==> config.mk <==
export PLATFORM = sky130hd
export DESIGN_NAME = rtc_write_sequencer_flat
export DESIGN_NICKNAME = d
export VERILOG_FILES = /design/src/rtl/rtc_write_sequencer_pkg.sv /design/src/rtl/rtc_write_sequencer_if.sv /design/src/rtl/rtc_write_sequencer_idx_counter.sv /design/src/rtl/rtc_write_sequencer.sv /design/src/flat_wrapper.sv
export SDC_FILE = /design/constraint.sdc
export NUM_CORES = 1
export LEC_CHECK = 0
export ABC_AREA = 1
export CORE_MARGIN = 2
export CORE_UTILIZATION = 45
export CTS_BUF_LIST = sky130_fd_sc_hd__clkbuf_8
export CTS_CLUSTER_SIZE = 25
export DETAILED_ROUTE_END_ITERATION = 8
export PLACE_DENSITY = 0.77
export REMOVE_ABC_BUFFERS = 1
export SLEW_MARGIN = 30
export SYNTH_ARGS = -nofsm -noshare
export SYNTH_HDL_FRONTEND = slang
export SYNTH_HIERARCHICAL = 1
export SYNTH_SLANG_ARGS = --single-unit
export TNS_END_PERCENT = 100
==> constraint.sdc <==
create_clock -name clkSEQ -period 1.4 [get_ports clkSEQ]
set_clock_uncertainty 0.05 [all_clocks]
set_input_delay 0.14 -clock clkSEQ [delete_from_list [all_inputs] [get_ports clkSEQ]]
set_output_delay 0.14 -clock clkSEQ [all_outputs]
set_load 0.02 [all_outputs]
==> src/rtl/rtc_write_sequencer_pkg.sv <==
`default_nettype none
// ============================================================================
// rtc_pkg : state encodings and index->RTC address map for the write sequencer
// Revision: 1.0
// ============================================================================
package rtc_pkg;

  localparam int N_REGS_DEF = 9;
  localparam int IDX_W      = 4;

  localparam logic [2:0] S_IDLE = 3'd0;
  localparam logic [2:0] S_LOAD = 3'd1;
  localparam logic [2:0] S_REQ  = 3'd2;
  localparam logic [2:0] S_GAP  = 3'd3;
  localparam logic [2:0] S_NEXT = 3'd4;
  localparam logic [2:0] S_DONE = 3'd5;

  // Time/date fields first, then the three timer registers.
  function automatic logic [7:0] addr_map(input logic [IDX_W-1:0] idx);
    case (idx)
      4'd0:    addr_map = 8'h21;
      4'd1:    addr_map = 8'h22;
      4'd2:    addr_map = 8'h23;
      4'd3:    addr_map = 8'h24;
      4'd4:    addr_map = 8'h25;
      4'd5:    addr_map = 8'h26;
      4'd6:    addr_map = 8'h41;
      4'd7:    addr_map = 8'h42;
      4'd8:    addr_map = 8'h43;
      default: addr_map = 8'h00;
    endcase
  endfunction

endpackage
`default_nettype wire

==> src/rtl/rtc_write_sequencer_if.sv <==
`default_nettype none
// ============================================================================
// rtc_write_sequencer_if : control/bus handshake bundle of the write sequencer
// Revision: 1.0
// ============================================================================
interface rtc_write_sequencer_if;
  import rtc_pkg::*;

  logic             startSEQ;
  logic             abortSEQ;
  logic [7:0]       datoSEQ;
  logic             ackSEQ;
  logic [IDX_W-1:0] idxSEQ;
  logic [7:0]       dirSEQ;
  logic [7:0]       wdatoSEQ;
  logic             reqSEQ;
  logic             busySEQ;
  logic             doneSEQ;
  logic             errSEQ;

  modport master (
    output startSEQ, abortSEQ, datoSEQ, ackSEQ,
    input  idxSEQ, dirSEQ, wdatoSEQ, reqSEQ, busySEQ, doneSEQ, errSEQ
  );

  modport slave (
    input  startSEQ, abortSEQ, datoSEQ, ackSEQ,
    output idxSEQ, dirSEQ, wdatoSEQ, reqSEQ, busySEQ, doneSEQ, errSEQ
  );

endinterface
`default_nettype wire

==> src/rtl/rtc_write_sequencer_idx_counter.sv <==
`default_nettype none
// ============================================================================
// rtc_idx_counter : saturating register-index counter with terminal flag
// Revision: 1.0
// ============================================================================
module rtc_idx_counter
  import rtc_pkg::*;
#(
  parameter int N_REGS = N_REGS_DEF
) (
  input  logic             clk,
  input  logic             rst_n,
  input  logic             clr,
  input  logic             en,
  output logic [IDX_W-1:0] idx,
  output logic             last
);

  localparam logic [IDX_W-1:0] IDX_LAST = IDX_W'(N_REGS - 1);

  assign last = (idx == IDX_LAST);

  always_ff @(posedge clk or negedge rst_n) begin
    if (!rst_n) begin
      idx <= '0;
    end else if (clr) begin
      idx <= '0;
    end else if (en && !last) begin
      idx <= idx + 1'b1;
    end
  end

endmodule
`default_nettype wire

==> src/rtl/rtc_write_sequencer.sv <==
`default_nettype none
// ============================================================================
// rtc_write_sequencer : burst-writes the RTC config registers over the RTC bus
// Revision: 1.0
// ============================================================================
module rtc_write_sequencer
  import rtc_pkg::*;
#(
  parameter int N_REGS     = N_REGS_DEF,
  parameter int GAP_CYCLES = 4,
  parameter int TIMEOUT    = 255
) (
  input  logic                  clkSEQ,
  input  logic                  resetSEQ,
  rtc_write_sequencer_if.slave  bus
);

  localparam logic [3:0] GAP_LAST = 4'(GAP_CYCLES - 1);
  localparam logic [7:0] TMO_LAST = 8'(TIMEOUT - 1);

  logic [2:0]       state;
  logic [2:0]       next_state;
  logic [3:0]       gap_cnt;
  logic [7:0]       tmo_cnt;
  logic [IDX_W-1:0] idx;
  logic             idx_last;
  logic             idx_en;
  logic             idx_clr;
  logic             gap_end;
  logic             tmo_hit;
  logic             busy;
  logic             done;
  logic [7:0]       dir;
  logic [7:0]       wdato;
  logic             req;
  logic             err;

  assign gap_end = (gap_cnt == GAP_LAST);
  assign tmo_hit = (tmo_cnt == TMO_LAST);

  rtc_idx_counter #(
    .N_REGS (N_REGS)
  ) u_idx (
    .clk   (clkSEQ),
    .rst_n (resetSEQ),
    .clr   (idx_clr),
    .en    (idx_en),
    .idx   (idx),
    .last  (idx_last)
  );

  always_ff @(posedge clkSEQ or negedge resetSEQ) begin
    if (!resetSEQ) begin
      state <= S_IDLE;
    end else begin
      state <= next_state;
    end
  end

  // A write already on the bus is never cut: abort in REQ waits for ack or timeout.
  always_comb begin
    next_state = state;
    case (state)
      S_IDLE: if (bus.startSEQ) next_state = S_LOAD;
      S_LOAD: next_state = bus.abortSEQ ? S_IDLE : S_REQ;
      S_REQ: begin
        if (bus.ackSEQ)   next_state = bus.abortSEQ ? S_IDLE : S_GAP;
        else if (tmo_hit) next_state = S_IDLE;
      end
      S_GAP: begin
        if (bus.abortSEQ) next_state = S_IDLE;
        else if (gap_end) next_state = S_NEXT;
      end
      S_NEXT: begin
        if (bus.abortSEQ)  next_state = S_IDLE;
        else if (idx_last) next_state = S_DONE;
        else               next_state = S_LOAD;
      end
      S_DONE:  next_state = S_IDLE;
      default: next_state = S_IDLE;
    endcase
  end

  always_comb begin
    busy    = (state != S_IDLE);
    done    = (state == S_DONE);
    idx_en  = (state == S_NEXT) && !bus.abortSEQ && !idx_last;
    idx_clr = (state == S_IDLE) || (state == S_DONE);
  end

  // Counters restart on every state entry, so a self-loop is the only way they advance.
  always_ff @(posedge clkSEQ or negedge resetSEQ) begin
    if (!resetSEQ) begin
      gap_cnt <= '0;
      tmo_cnt <= '0;
      dir     <= '0;
      wdato   <= '0;
      req     <= 1'b0;
      err     <= 1'b0;
    end else begin
      gap_cnt <= (state == S_GAP && next_state == S_GAP) ? gap_cnt + 4'd1 : 4'd0;
      tmo_cnt <= (state == S_REQ && next_state == S_REQ) ? tmo_cnt + 8'd1 : 8'd0;
      req     <= (next_state == S_REQ);
      if (state == S_LOAD) begin
        dir   <= addr_map(idx);
        wdato <= bus.datoSEQ;
      end
      if (state == S_IDLE && bus.startSEQ) begin
        err <= 1'b0;
      end else if (state == S_REQ && !bus.ackSEQ && tmo_hit) begin
        err <= 1'b1;
      end
    end
  end

  assign bus.idxSEQ   = idx;
  assign bus.dirSEQ   = dir;
  assign bus.wdatoSEQ = wdato;
  assign bus.reqSEQ   = req;
  assign bus.busySEQ  = busy;
  assign bus.doneSEQ  = done;
  assign bus.errSEQ   = err;

endmodule
`default_nettype wire

==> src/flat_wrapper.sv <==
// flat-port wrapper written by rule: the top's interface ports become plain ports
module rtc_write_sequencer_flat import rtc_pkg::*;
#(
  parameter int N_REGS     = N_REGS_DEF,
  parameter int GAP_CYCLES = 4,
  parameter int TIMEOUT    = 255
)
  (clkSEQ, resetSEQ, bus_startSEQ, bus_abortSEQ, bus_datoSEQ, bus_ackSEQ, bus_idxSEQ, bus_dirSEQ, bus_wdatoSEQ, bus_reqSEQ, bus_busySEQ, bus_doneSEQ, bus_errSEQ);
  rtc_write_sequencer_if bus_i ();
  input  logic clkSEQ;
  input  logic resetSEQ;
  input wire logic [$bits(bus_i.startSEQ)-1:0] bus_startSEQ;
  input wire logic [$bits(bus_i.abortSEQ)-1:0] bus_abortSEQ;
  input wire logic [$bits(bus_i.datoSEQ)-1:0] bus_datoSEQ;
  input wire logic [$bits(bus_i.ackSEQ)-1:0] bus_ackSEQ;
  output wire logic [$bits(bus_i.idxSEQ)-1:0] bus_idxSEQ;
  output wire logic [$bits(bus_i.dirSEQ)-1:0] bus_dirSEQ;
  output wire logic [$bits(bus_i.wdatoSEQ)-1:0] bus_wdatoSEQ;
  output wire logic [$bits(bus_i.reqSEQ)-1:0] bus_reqSEQ;
  output wire logic [$bits(bus_i.busySEQ)-1:0] bus_busySEQ;
  output wire logic [$bits(bus_i.doneSEQ)-1:0] bus_doneSEQ;
  output wire logic [$bits(bus_i.errSEQ)-1:0] bus_errSEQ;
  assign bus_i.startSEQ = bus_startSEQ;
  assign bus_i.abortSEQ = bus_abortSEQ;
  assign bus_i.datoSEQ = bus_datoSEQ;
  assign bus_i.ackSEQ = bus_ackSEQ;
  assign bus_idxSEQ = bus_i.idxSEQ;
  assign bus_dirSEQ = bus_i.dirSEQ;
  assign bus_wdatoSEQ = bus_i.wdatoSEQ;
  assign bus_reqSEQ = bus_i.reqSEQ;
  assign bus_busySEQ = bus_i.busySEQ;
  assign bus_doneSEQ = bus_i.doneSEQ;
  assign bus_errSEQ = bus_i.errSEQ;
  rtc_write_sequencer #(.N_REGS(N_REGS), .GAP_CYCLES(GAP_CYCLES), .TIMEOUT(TIMEOUT)) u_core (.clkSEQ(clkSEQ), .resetSEQ(resetSEQ), .bus(bus_i));
endmodule
==> impl_metrics.ini <==
[outcome]
status = finished, violations left
violations = setup timing

[setup_path]
cp_cell_sequence = buf_6 > nand2_2 > nor2_2 > nand2_4 > nand3_4 > nor2_4 > nand3_4 > nor2_2
slowest_stage = dfrtp_1
required_ns = 1.56
crit_type = reg2reg
slowest_delay_ns = 0.43
startpoint_type = flop
crit_fanout = 8
end_kind = flop
cp.arrival_ns = 1.65

[clock_network]
clk_pin_slew_ns = 0.06
root_buffer = clkbuf_8
cts_max_level = 2
clk_latency_ns = 0.28
cts.sinks = 34
cts_tree = built
cts_buffers = 5
clock_path_buffers = 2

[floorplanning]
die_y_um = 65.5
core_um2 = 3660
initial_core_util_pct = 46.5
io_pins = 37
die_w_um = 65.5
rows = 22
die-area_um2 = 4290

[power]
power_switching_mw = 1.41
p_seq_share_pct = 34.9
p_comb_share_pct = 46.4
peakVddDrop_mv = 0.894
swShare_pct = 37.8
clkPwrFrac_pct = 18.7
power.density_nw_per_um2 = 1490
p_leak_nw = 1.26
intPower_mw = 2.32

[cells_and_area]
num-nets-final = 286
diodes = 0
nFillCells = 288
seq_area_um2 = 851
design_area_um2 = 2510
synthToLayoutAreaGrowth_pct = 47.5
drive_gt1_share_pct = 29.4
multiInputGateArea_um2 = 850

[placed_design]
io_buffer_count = 33
gp_congestion = 0.834
dp_hpwl_um = 2550
dp_slack_ns = -0.137
placed_area_um2 = 2260

[global_route]
grt_pass1_vias = 1496
grt_pass1_wl_um = 6150
overflow = 0
antenna_found_initial = 0
grt_start_max_net_pins = 35
grt_usage_pct = 18.6

[synth]
syn_inst = 195
yosys_warnings = 11
ys_seq_area_share_pct = 50.0
yosysTopAreaCell = dfrtp_1
ys.flop_type = dfrtp_1
ys_ff_latch = 34
syn_area_per_cell_um2 = 8.73
synth.top_cell.area_share_pct = 50.0
syn_area_um2 = 1700
async_flop_share_pct = 100
synth_edf_count = 0
ys_types = 28
synth_area_leaders = dfrtp_1, nand2_1, nor2_1, ha_1, inv_1

[timing]
period_minus_slack_ns = 1.49
setup_violations = 11
rsz0062_at_grt = true
min_period_over_period_pct = 106
fmax_mhz = 671
hold_viol = 0
drv_slew = 0
setup_slack_ns = -0.0906

[hold_path]
hp-class = in2async

[drt]
drt_iter0_drc = 59
drt_wl_total_um = 3900
ant_nets = 0
wl_per_cell_um = 12.5
via_per_inst = 4.84
routed-via-count = 1516
dr.pass1.iters = 4
drc = 0

[run]
drv_cap = 0
[state kept, by name, summed over array words and instances, names as in the netlist]
signal,count
u_core/bus.wdatoSEQ,8
u_core/tmo_cnt,8
u_core/bus.dirSEQ,5
u_core/gap_cnt,4
u_core/u_idx/idx,4
u_core/state,3
u_core/bus.errSEQ,1
u_core/bus.reqSEQ,1
[through the flow]
step	TNS, ns	power (mW)	hold slack, ns	util, %	cells
final	-0.704	3.73	0.178	68.6	313
after global routing	-1.86	3.98	0.195	68.6	313
after CTS	0	3.57	0.190	64.6	307
after detailed placement	-1.36	2.90	0.414	61.9	298
after global placement	-0.795	2.88	0.413	61.9	298
after floorplan	-1.11	2.12	-0.206	-	192
[Yosys cell counts (3+ instances only)]
master     number
nand3_2         3
nor2_1         25
nand2_1        53
a2bb2oi_1       3
dfrtp_1        34
buf_4           4
inv_1          21
nand3_1        11
nand4_1         5
nand2_2         3
ha_1            7
xor2_1          5
[routing by layer]
layer	up-vias	part of all wire [%]	global-route usage, %
li1	753	-	-
met1	717	42	20.6
met2	39	51	34.2
met3	7	4.9	5.48
met4	0	1.9	5.21
met5	-	0	0
[placed cells by master (no fill, tap or decap), types with 3 or more instances in the layout]
master	instances
clkdlybuf4s50_1	12
inv_1	18
ha_1	5
clkbuf_8	6
nand2_1	49
a2bb2oi_1	3
nor2_1	14
nand4_1	5
buf_6	3
xor2_1	5
nand3_4	5
dlygate4sd2_1	18
nand3_1	9
nor2_4	3
conb_1	3
nand2_2	6
buf_4	30
dfrtp_1	34
nor2_2	11
[worst max-delay path: cells and delay by family (launching register included)]
family / cells / cell delay (ns)
and+or+nand+nor: 7 / 0.79
DFF: 1 / 0.43
buffers and inverters: 1 / 0.16
[worst paths after layout]
kind / start / end / slack [ns] / cells after the start
max: u_core/state[1]$_DFF_PN0_ / u_core/tmo_cnt[7]$_DFF_PN0_ / -0.09 / 8
min: resetSEQ / u_core/bus.errSEQ$_DFFE_PN0P_ / 0.18 / 2
max reg2reg: u_core/state[1]$_DFF_PN0_ / u_core/tmo_cnt[7]$_DFF_PN0_ / -0.09 / 8
min reg2reg: u_core/bus.wdatoSEQ[4]$_DFFE_PN0N_ / u_core/bus.wdatoSEQ[4]$_DFFE_PN0N_ / 0.42 / 2
max in group asynchronous: resetSEQ / u_core/tmo_cnt[5]$_DFF_PN0_ / 0.94 / 2
min in group clkSEQ: bus_datoSEQ[5] / u_core/bus.wdatoSEQ[5]$_DFFE_PN0N_ / 0.34 / 3
[layout make-up]
type / count / area share (%)
Tap cell: 48 / 2.39
Inverter: 22 / 3.49
Timing Repair Buffer: 67 / 23.1
Sequential cell: 34 / 33.9
Clock buffer: 6 / 3.29
Multi-Input combinational cell: 136 / 33.8
[kinds of logic (layout without fill, tap and decap cells)]
logic type / Yosys count / after routing / synth area share [%]
simple gates: 107 / 107 / 29.1
flops: 34 / 34 / 50.0
buf+inv: 27 / 95 / 6.91
compound gates: 12 / 12 / 5.00
fa+ha+maj: 7 / 7 / 5.15
xor+xnor: 7 / 7 / 3.60
other cells: 1 / 3 / 0.220
[power groups by stage]
stage / Sequential (mW) / Clock [mW] / Combinational [mW]
4_1_cts: 1.30 / 0.722 / 1.55
6_report: 1.30 / 0.697 / 1.73
3_3_place_gp: 1.32 / 0 / 1.57
2_1_floorplan: 1.53 / 0 / 0.598
3_5_place_dp: 1.31 / 0 / 1.59
5_1_grt: 1.33 / 0.767 / 1.89
[timing repair]
action / in CTS / in global routing
gates cloned: 0 / 0
endpoints found under the setup margin: 29 / 20
hold buffers: 0 / 0
gates resized for setup: 30 / 33
buffers inserted: 3 / 7
pin swaps: 5 / 17
(Power assumes the default switching activity.)
